<file path="src/rtl/bus_arbiter_pkg.sv">
// Shared definitions for the round-robin bus/RAM arbiter: FSM encodings,
// requester indices and default sizing.
package bus_arbiter_pkg;

  localparam logic [1:0] ARB_IDLE  = 2'd0;
  localparam logic [1:0] ARB_GRANT = 2'd1;
  localparam logic [1:0] ARB_TURN  = 2'd2;

  localparam int REQ_CU           = 0;
  localparam int DEFAULT_N_REQ    = 4;
  localparam int DEFAULT_MAX_HOLD = 16;

  function automatic int wrap_inc(input int i, input int n);
    return (i + 1 >= n) ? 0 : i + 1;
  endfunction

endpackage

</file>
<file path="src/rtl/bus_arbiter_rr_priority_pick.sv">
// Combinational round-robin pick: rotate req so ptr lands at bit 0,
// take the lowest set bit, then rotate the index back.
module rr_priority_pick #(
  parameter int N_REQ = 4,
  parameter int ID_W  = 2
) (
  input  logic [N_REQ-1:0] req,
  input  logic [ID_W-1:0]  ptr,
  output logic             found,
  output logic [ID_W-1:0]  idx
);

  logic [N_REQ-1:0] rot;
  logic [ID_W-1:0]  first;

  // rot[gi] = req[(gi + ptr) mod N_REQ], built as a mux of constant taps.
  genvar gi, gj;
  generate
    for (gi = 0; gi < N_REQ; gi++) begin : g_rot
      logic [N_REQ-1:0] hit;
      for (gj = 0; gj < N_REQ; gj++) begin : g_src
        assign hit[gj] = req[gj] & (ptr == ID_W'((gj - gi + N_REQ) % N_REQ));
      end
      assign rot[gi] = |hit;
    end
  endgenerate

  always_comb begin
    found = 1'b0;
    first = '0;
    for (int k = N_REQ - 1; k >= 0; k--) begin
      if (rot[k]) begin
        found = 1'b1;
        first = ID_W'(k);
      end
    end
  end

  always_comb begin
    if (({1'b0, first} + {1'b0, ptr}) >= (ID_W + 1)'(N_REQ))
      idx = first + ptr - ID_W'(N_REQ);
    else
      idx = first + ptr;
  end

endmodule

</file>
<file path="src/rtl/bus_arbiter.sv">
// Round-robin owner arbiter for the shared tristate bus, with a dead turnaround
// cycle between owners. Define BUS_ARB_TIMEOUT_EN to bound each tenure to MAX_HOLD.
module bus_arbiter
  import bus_arbiter_pkg::*;
#(
  parameter int N_REQ    = DEFAULT_N_REQ,
  parameter int MAX_HOLD = DEFAULT_MAX_HOLD,
  parameter int ID_W     = 2
) (
  input  logic             clk,
  input  logic             reset_n,
  input  logic [N_REQ-1:0] req,
  output logic [N_REQ-1:0] grant,
  output logic [ID_W-1:0]  grant_id,
  output logic             bus_busy,
  output logic             cu_stall,
  output logic             timeout
);

  logic [1:0]       state_reg, state_next;
  logic [ID_W-1:0]  ptr_reg, ptr_next;
  logic [N_REQ-1:0] grant_next;
  logic [ID_W-1:0]  grant_id_next;
  logic             busy_next;
  logic             pick_found;
  logic [ID_W-1:0]  pick_idx;
  logic             expire;

  rr_priority_pick #(
    .N_REQ(N_REQ),
    .ID_W (ID_W)
  ) u_pick (
    .req  (req),
    .ptr  (ptr_reg),
    .found(pick_found),
    .idx  (pick_idx)
  );

  always_comb begin
    state_next    = state_reg;
    ptr_next      = ptr_reg;
    grant_next    = grant;
    grant_id_next = grant_id;
    busy_next     = bus_busy;
    case (state_reg)
      ARB_GRANT: begin
        if (!req[grant_id] || expire) begin
          grant_next = '0;
          busy_next  = 1'b0;
          ptr_next   = ID_W'(wrap_inc(32'(grant_id), N_REQ));
          state_next = ARB_TURN;
        end
      end
      // IDLE and TURN arbitrate identically; TURN simply follows a release.
      default: begin
        grant_next = '0;
        busy_next  = 1'b0;
        state_next = ARB_IDLE;
        if (pick_found) begin
          grant_next[pick_idx] = 1'b1;
          grant_id_next        = pick_idx;
          busy_next            = 1'b1;
          state_next           = ARB_GRANT;
        end
      end
    endcase
  end

  always_ff @(posedge clk) begin
    if (!reset_n) begin
      state_reg <= ARB_IDLE;
      ptr_reg   <= '0;
      grant     <= '0;
      grant_id  <= '0;
      bus_busy  <= 1'b0;
    end else begin
      state_reg <= state_next;
      ptr_reg   <= ptr_next;
      grant     <= grant_next;
      grant_id  <= grant_id_next;
      bus_busy  <= busy_next;
    end
  end

  assign cu_stall = req[REQ_CU] & ~grant[REQ_CU];

`ifdef BUS_ARB_TIMEOUT_EN
  localparam int HOLD_W = $clog2(MAX_HOLD + 1);

  logic [HOLD_W-1:0] hold_cnt_reg, hold_cnt_next;
  logic              timeout_reg;

  assign expire = (hold_cnt_reg == HOLD_W'(MAX_HOLD - 1));

  // Counts GRANT cycles; zero on the first cycle of each tenure.
  always_comb begin
    hold_cnt_next = hold_cnt_reg + 1'b1;
    if (state_next == ARB_GRANT && state_reg != ARB_GRANT)
      hold_cnt_next = '0;
  end

  always_ff @(posedge clk) begin
    if (!reset_n) begin
      hold_cnt_reg <= '0;
      timeout_reg  <= 1'b0;
    end else begin
      hold_cnt_reg <= hold_cnt_next;
      timeout_reg  <= (state_reg == ARB_GRANT) & expire & req[grant_id];
    end
  end

  assign timeout = timeout_reg;
`else
  logic unused_max_hold;

  assign expire          = 1'b0;
  assign timeout         = 1'b0;
  assign unused_max_hold = ^MAX_HOLD;
`endif

endmodule

</file>
<file path="config.mk">
export PLATFORM = sky130hd
export DESIGN_NAME = bus_arbiter
export DESIGN_NICKNAME = d
export VERILOG_FILES = /design/src/rtl/bus_arbiter_pkg.sv /design/src/rtl/bus_arbiter_rr_priority_pick.sv /design/src/rtl/bus_arbiter.sv
export SDC_FILE = /design/constraint.sdc
export NUM_CORES = 1
export LEC_CHECK = 0
export CAP_MARGIN = 20
export CORE_MARGIN = 3
export CORE_UTILIZATION = 45
export DETAILED_ROUTE_END_ITERATION = 8
export PLACE_DENSITY = 0.72
export SLEW_MARGIN = 20
export SYNTH_ARGS = -nofsm -noshare
export SYNTH_HDL_FRONTEND = slang
export SYNTH_HIERARCHICAL = 1
export SYNTH_SLANG_ARGS = --single-unit
</file>
<file path="constraint.sdc">
create_clock -name clk -period 3.1 [get_ports clk]
set_input_delay 0.93 -clock clk [delete_from_list [all_inputs] [get_ports clk]]
set_output_delay 0.93 -clock clk [all_outputs]
set_load 0.005 [all_outputs]
</file>
# Word-level counts from Yosys, hierarchy flattened
# Cells that the tools add are included.
# op_classes
add_sub_neg	2
magnitude_cmp	4
n_eq_ne	5
n_mux	22
bitwise	20
n_reduce_logical	8
# ops
cell	count
AND 1 bit	17
OR reduction 4 bit	4
two-way mux 2 bit	7
two-way mux 4 bit	3
two-way mux 1 bit	10
< comparator 2 x 3 -> 1 bit, second input constant	2
== test 2 x 1 -> 1 bit, second input constant	2
== test 2 bit, second input constant	2
AND reduction 2 bit	2
adder 2 x 1 -> 3 bit, second input constant	1
>= comparator 3 bit, second input constant	1
NOT 1 bit	3
adder 2 bit	1
binary-select mux 1 bit (select 2 bit)	1
demux 1 bit (select 2 bit)	1
>= comparator 2 x 1 -> 1 bit, second input constant	1
logical NOT 2 bit	1
inequality test 2 bit, second input constant	1
logical AND 1 bit	1
# totals
register_bits	11
inputBits	6
output_inout_bits	9
elab_cells	66

# Longest topological paths before layout
# Gate-level depths: netlist (run 1).
# logic_depth
depth_word	14
mapped_depth	10
ltp_nobuf	9

# Hierarchy
# The synthesis (run 1) kept the hierarchy.
# modules_own_cells
mod	n_inst	cells_each	area_per_inst_um2	seq_area_each_um2
bus_arbiter	1	55	509.2	200.2
rr_priority_pick	1	29	193.9	0.0

# Worst setup path before layout (run 1)
# OpenSTA, ideal clock, no wires.
# synth_timing
kind	input -> register
from	in req[2]
to	reg grant[1]
setup_ps	74
arrival_time_ps	2575
t_required_ps	3026
slack_ps	451
path_stages	8
path_buffers	1
path_cell_list	buf_4 o311a_1 o21ai_1 ha_1 xor2_1 xnor2_1 or4_1 a31oi_1
# synth_via
elab_chain_cells	13
elab_cells_between_ends	27
cone_classes	1 x add/sub; 2 x order compare; 1 x eq/ne; 14 x mux; 4 x bitwise; 5 x reduce/logical
# synth_rtl
item	line_no	text
from (decl)	bus_arbiter.sv:12	input logic [N_REQ-1:0] req,
AND 1 bit	bus_arbiter_rr_priority_pick.sv:22	assign hit[gj] = req[gj] & (ptr == ID_W'((gj - gi + N_REQ) % N_REQ));
OR reduction 4 bit	bus_arbiter_rr_priority_pick.sv:24	assign rot[gi] = |hit;
two-way mux 2 bit (3 in a row)	bus_arbiter_rr_priority_pick.sv:32	if (rot[k]) begin
two-way mux 2 bit *	bus_arbiter_rr_priority_pick.sv:32	
adder 2 bit *	bus_arbiter_rr_priority_pick.sv:41, bus_arbiter_rr_priority_pick.sv:43	
via pick_idx[1]	bus_arbiter.sv:26	logic [ID_W-1:0] pick_idx;
< comparator 2 x 3 -> 1 bit (not written as such) / >= comparator 2 x 1 -> 1 bit (equally long branches)	bus_arbiter.sv:60	grant_next[pick_idx] = 1'b1;
logical AND 1 bit (not written as such)	bus_arbiter.sv:60	
two-way mux 1 bit (not written as such)	bus_arbiter.sv:60	
demux 1 bit (select 2 bit) *	bus_arbiter.sv:60	
two-way mux 4 bit *	bus_arbiter.sv:59	if (pick_found) begin
two-way mux 4 bit *	bus_arbiter.sv:45	case (state_reg)
to (signal assigned)	bus_arbiter.sv:79	grant <= grant_next;
to (decl)	bus_arbiter.sv:13	output logic [N_REQ-1:0] grant,
# The timed path passes the listed nets; every way through them passes the cells marked *. The select of a mux whose other input is x is not followed.
# A chain may end at the register's enable or synchronous reset.

# Worst setup path in the final report (run 1)
# layout_timing
from	in req[3]
to	reg grant[0]
# The elaborated chain is that of the path after synthesis.

==> results of run 1 <==
## cell usage after synthesis, types with 2 or more instances
master,instances
o32ai_1,2
mux2_2,2
ha_1,2
o21ai_0,2
a31oi_1,3
nand2b_1,3
nand2_1,4
mux2i_1,3
a21oi_1,3
nor3_1,2
nand4_1,4
buf_6,3
dfxtp_1,10
nor2_1,8
nand3_1,4
inv_1,5
buf_4,2
nor2b_1,2
nand4b_1,3
or4_1,2
## report_power, final
part | internal, mW | switching (mW) | leakage, nW
clock network | 0.0449 | 0.0459 | 0.0138
logic | 0.108 | 0.0807 | 0.283
registers | 0.151 | 0.0329 | 0.0819
total | 0.304 | 0.159 | 0.378
## cells by family after synthesis
family	Yosys count	synth area share [%]
muxes	5	7.473
buffers and inverters	11	10.32
DFF	10	28.47
adders and majority gates	2	3.558
AOI/OAI and AO/OA	17	18.51
and+or+nand+nor	36	28.65
xor gates and xnor gates	2	2.492
other	1	0.5333
## worst max-delay path: stages
cell and delay [ns]:
clkdlybuf4s50_1 0.52, inv_1 0.09, o311a_1 0.29, o21ai_1 0.14, ha_1 0.17, xor2_1 0.18, xnor2_1 0.13, or4_1 0.53
a31oi_1 0.13
## timing repair
item / CTS / global route
setup endpoints to repair: 1 / 1
setup buffers: 0 / 0
resized for setup: 1 / 2
## worst paths after layout
| path | startpoint | depth (start not counted) | to | slack [ns] |
|---|---|---|---|---|
| worst min register to register | grant[3] | 2 | grant[3] | 0.49 |
| worst min-delay path | grant[3] | 2 | grant[3] | 0.49 |
| worst max register to register | ptr_reg[0] | 8 | grant[0] | 0.79 |
| worst max-delay path | req[3] | 9 | grant[0] | 0.19 |
## layer usage
layer	share of wire (%)	vias to the layer above	GRT usage, %
met5	0	-	0
met4	1.2	0	7.018
met3	6.2	2	4.348
met2	45	20	31.75
met1	48	311	24.52
li1	-	355	-
## cell type report
class / instances / area (um^2) / area share (%)
multi-input cells: 63 / 430.4 / 48.66
flip-flops and latches: 10 / 200.2 / 22.63
repair buffers: 21 / 193.9 / 21.92
clock buffers: 3 / 22.52 / 2.546
inverters: 5 / 18.77 / 2.122
well taps: 15 / 18.77 / 2.122
## per-stage QoR
step | hold WS (ns) | instance area (um^2) | setup TNS, ns | power, mW
final | 0.4912 | 884.6 | 0 | 0.4631
after global routing | 0.5312 | 884.6 | 0 | 0.4981
after CTS | 0.4963 | 879.6 | 0 | 0.4637
after detailed placement | 0.4821 | 858.3 | -0.2051 | 0.3740
after global placement | 0.4760 | 858.3 | -0.1011 | 0.3714
after floorplan | 0.4667 | 703.2 | 0 | 0.2993
==> impl_metrics.env, run 1 <==
export IMPL_synth_top_area_share_pct=28.47
export IMPL_crit_path_start_kind="input pin"
export IMPL_fin_cells=117
export IMPL_die_h_um=45.53
export IMPL_grt_use_total_pct=19.39
export IMPL_worst_hold_path_type="reg -> reg"
export IMPL_synth_cells=84
export IMPL_fin_ws_ns=0.1873
export IMPL_max_slew_margin_rel_pct=55.13
export IMPL_synth_top_area_cell="dfxtp_1"
export IMPL_postLayoutCoreUtil_pct=63.98
export IMPL_cts_buffer_depth=2
export IMPL_finalSetupViolations=0
export IMPL_via_per_inst=5.880
export IMPL_clkTransAtPathRegs_ns=0.07
export IMPL_ys_flop_type="dfxtp_1"
export IMPL_tightest_slew_ns=0.6716
export IMPL_vdd_ir_drop_max_v=0.0003247
export IMPL_synth_seq_cells=10
export IMPL_routabilityCongestion=0.8175
export IMPL_avgSynthCellArea_um2=8.371
export IMPL_layout_drive_gt1_share_pct=14.71
export IMPL_diodes=0
export IMPL_io_buffers=13
export IMPL_grt_pass1_wl_um=2967
export IMPL_p_per_area_nw_per_um2=523.6
export IMPL_nets=112
export IMPL_cts_hold_buffers_added=0
export IMPL_htree_levels=1
export IMPL_fp_coreArea_um2=1383
export IMPL_end_kind="register"
export IMPL_dr_pass1_iters=4
export IMPL_grt_setup_unrepaired="false"
export IMPL_clockRootBuffer="clkbuf_4"
export IMPL_rows=13
export IMPL_fmax_ghz=0.3433
export IMPL_grt_overflow=0
export IMPL_layout_common_cells="dfxtp_1 (10), clkdlybuf4s50_1 (10), nor2_1 (8), buf_4 (8), inv_1 (5)"
export IMPL_die_w_um=45.53
export IMPL_wire_per_inst_um=13.78
export IMPL_async_reset_ff_share_pct=0
export IMPL_num_vias=688
export IMPL_io_pins=15
export IMPL_critPathKind="in -> reg"
export IMPL_drt_iter0_markers=24
export IMPL_start_util_pct=50.86
export IMPL_drcViolationCount=0
export IMPL_postRouteWirelength_um=1612
export IMPL_clock_latency_ns=0.27
export IMPL_numCtsBuffers=3
export IMPL_grt_pass1_vias=670
export IMPL_critical_path_arrival_ns=3.12
export IMPL_skew_ns=0.006986
export IMPL_critPathMaxFanout=4
export IMPL_dp_cells=114
export IMPL_dieArea_um2=2073
export IMPL_place_hpwl_um=1206
export IMPL_grt_max_degree=13
export IMPL_min_period_ns=2.913
export IMPL_drv_cap=0
export IMPL_yosys_warnings=6
export IMPL_cts_tree="built"
export IMPL_synth_area_um2=703.2
export IMPL_crit_required_ns=3.31
export IMPL_ys_seq_area_share_pct=28.47
export IMPL_maxSlewViolCount=0
export IMPL_status="finished, final reports clean"
export IMPL_nFillCells=131
export IMPL_post_place_ws_ns=-0.09402
export IMPL_ys_types=35
export IMPL_clkSinkCount=10
export IMPL_antenna_found_initial=0
export IMPL_syn_nets=92
export IMPL_largest_reg_flops=4
export IMPL_synth_edf_count=0
export IMPL_fin_crit_sh_pct=93.96
export IMPL_drtAntennaViolNets=0
export IMPL_power_leakage_nw=0.3785
export IMPL_hold_viol=0
export IMPL_yosys_top_cells_area="dfxtp_1 (28%), buf_6 (4.8%), mux2i_1 (4.3%)"
export IMPL_syn_to_final_growth_pct=25.80
(Power assumes the default switching activity.)
==> run 2, diff against run 1 <==
- clock period: 3.1 -> 3.56 ns (I/O delays scaled with it)
==> impl_metrics.env, run 2 (synthesized netlist as in run 1, its figures left out) <==
export IMPL_status="finished, final reports clean"
export IMPL_skew_ns=0.002306
export IMPL_fin_crit_sh_pct=93.41
export IMPL_max_slew_margin_rel_pct=51.62
export IMPL_drcViolationCount=0
export IMPL_drtAntennaViolNets=0
export IMPL_cts_tree="built"
export IMPL_ctsResizeCount=0
export IMPL_critPathKind="in -> out"
export IMPL_crit_required_ns=2.49
export IMPL_grt_max_degree=13
export IMPL_grt_pass1_wl_um=2463
export IMPL_io_buffers=13
export IMPL_placed_cell_area_um2=805.8
export IMPL_cpLargestDelayFamily="buffers and inverters"
export IMPL_via_per_inst=5.918
export IMPL_cts_buffer_depth=2
export IMPL_grt_pass1_vias=542
export IMPL_crit_buf_inv=2
export IMPL_antenna_found_initial=0
export IMPL_worst_path_max_delay_cell="clkdlybuf4s50_1"
export IMPL_critical_path_arrival_ns=2.26
export IMPL_io_pins=15
export IMPL_diodes=0
export IMPL_total_power_mw=0.3842
export IMPL_fin_cells=110
export IMPL_die_h_um=45.53
export IMPL_startpoint="req[0]"
export IMPL_start_util_pct=50.86
export IMPL_nets=105
export IMPL_hold_viol=0
export IMPL_dieArea_um2=2073
export IMPL_clock_latency_ns=0.27
export IMPL_path_common_cell="clkdlybuf4s50_1"
export IMPL_clkTransAtPathRegs_ns=0.06
export IMPL_cts_setup_buffers=0
export IMPL_drt_iter0_markers=12
export IMPL_min_period_ns=3.325
export IMPL_path_cells="clkdlybuf4s50_1 > nor2b_1 > clkdlybuf4s50_1"
export IMPL_finalSetupViolations=0
export IMPL_rr_startpoint="ptr_reg[0]"
export IMPL_layout_drive_gt1_share_pct=8.421
export IMPL_drv_cap=0
export IMPL_dp_cells=107
export IMPL_wire_per_inst_um=13.25
export IMPL_end_kind="primary output"
export IMPL_fin_setup_tns_ns=0
export IMPL_min_from="grant[3]"
export IMPL_layout_common_cells="clkdlybuf4s50_1 (13), dfxtp_1 (10), nor2_1 (8), inv_1 (5)"
export IMPL_largest_reg_flops=4
export IMPL_power_leakage_nw=0.3243
export IMPL_fp_coreArea_um2=1383
export IMPL_syn_to_final_growth_pct=17.79
export IMPL_rows=13
export IMPL_grt_use_total_pct=16.32
export IMPL_routabilityCongestion=0.8235
export IMPL_layout_commonest_cell="clkdlybuf4s50_1"
export IMPL_place_hpwl_um=1034
export IMPL_postRouteWirelength_um=1458
export IMPL_cts_hold_buffers_added=0
export IMPL_clkSinkCount=10
export IMPL_clockRootBuffer="clkbuf_4"
export IMPL_p_per_area_nw_per_um2=463.8
export IMPL_grt_setup_unrepaired="false"
export IMPL_fmax_ghz=0.3007
export IMPL_numCtsBuffers=3
export IMPL_crit_path_start_kind="input pin"
export IMPL_worst_hold_path_type="reg -> reg"
export IMPL_die_w_um=45.53
export IMPL_fin_ws_ns=0.2345
export IMPL_tightest_slew_ns=0.7242
export IMPL_dr_pass1_iters=2
export IMPL_grt_overflow=0
export IMPL_finalInstanceArea_um2=828.3
export IMPL_maxSlewViolCount=0
export IMPL_cpPeakStageDelay_ns=0.54
export IMPL_htree_levels=1
export IMPL_num_vias=651
export IMPL_post_place_ws_ns=0.1476
export IMPL_vdd_ir_drop_max_v=0.0002731
export IMPL_critPathMaxFanout=5
run 2: layout make-up:
type | instances | area, um^2
fillers | 136 | 554.3
multi-input cells | 63 | 430.4
flip-flops and latches | 10 | 200.2
repair buffers | 14 | 137.6
clock buffers | 3 | 22.52
inverters | 5 | 18.77
well taps | 15 | 18.77
run 2: worst register-to-register path, cell delays in order (launching register included):
cell and delay (ns):
dfxtp_1 0.57, nor3_1 0.11, a311oi_1 0.31, o21ai_1 0.10
ha_1 0.19, xor2_1 0.15, xnor2_1 0.18, or4_1 0.55
a31oi_1 0.15
run 2: through the flow:
step	hold WS, ns	utilization, %
floorplan	0.4667	-
global placement	0.4744	58.28
detailed placement	0.4715	58.28
CTS	0.4856	59.91
global route	0.5434	59.91
finish	0.4903	59.91
run 2: path summary, 6_finish.rpt:
path | endpoint | slack (ns) | depth (start not counted)
setup reg to reg | grant[1] | 1.17 | 8
hold / removal | grant[3] | 0.49 | 2
setup / recovery | cu_stall | 0.23 | 3
hold reg to reg | grant[3] | 0.49 | 2
run 2: power breakdown:
group	switching, mW	leakage, nW	internal [mW]
registers	0.0282	0.0819	0.131
logic	0.0658	0.229	0.0809
clock network	0.0392	0.0138	0.0391
run 2: layer usage:
layer  wire length, um  track usage, %  vias up
met4                28           8.772        0
met1               742           23.57      297
li1                  -               -      335
met5                 0               0        -
met2               606           21.45       14
met3                80           4.348        5
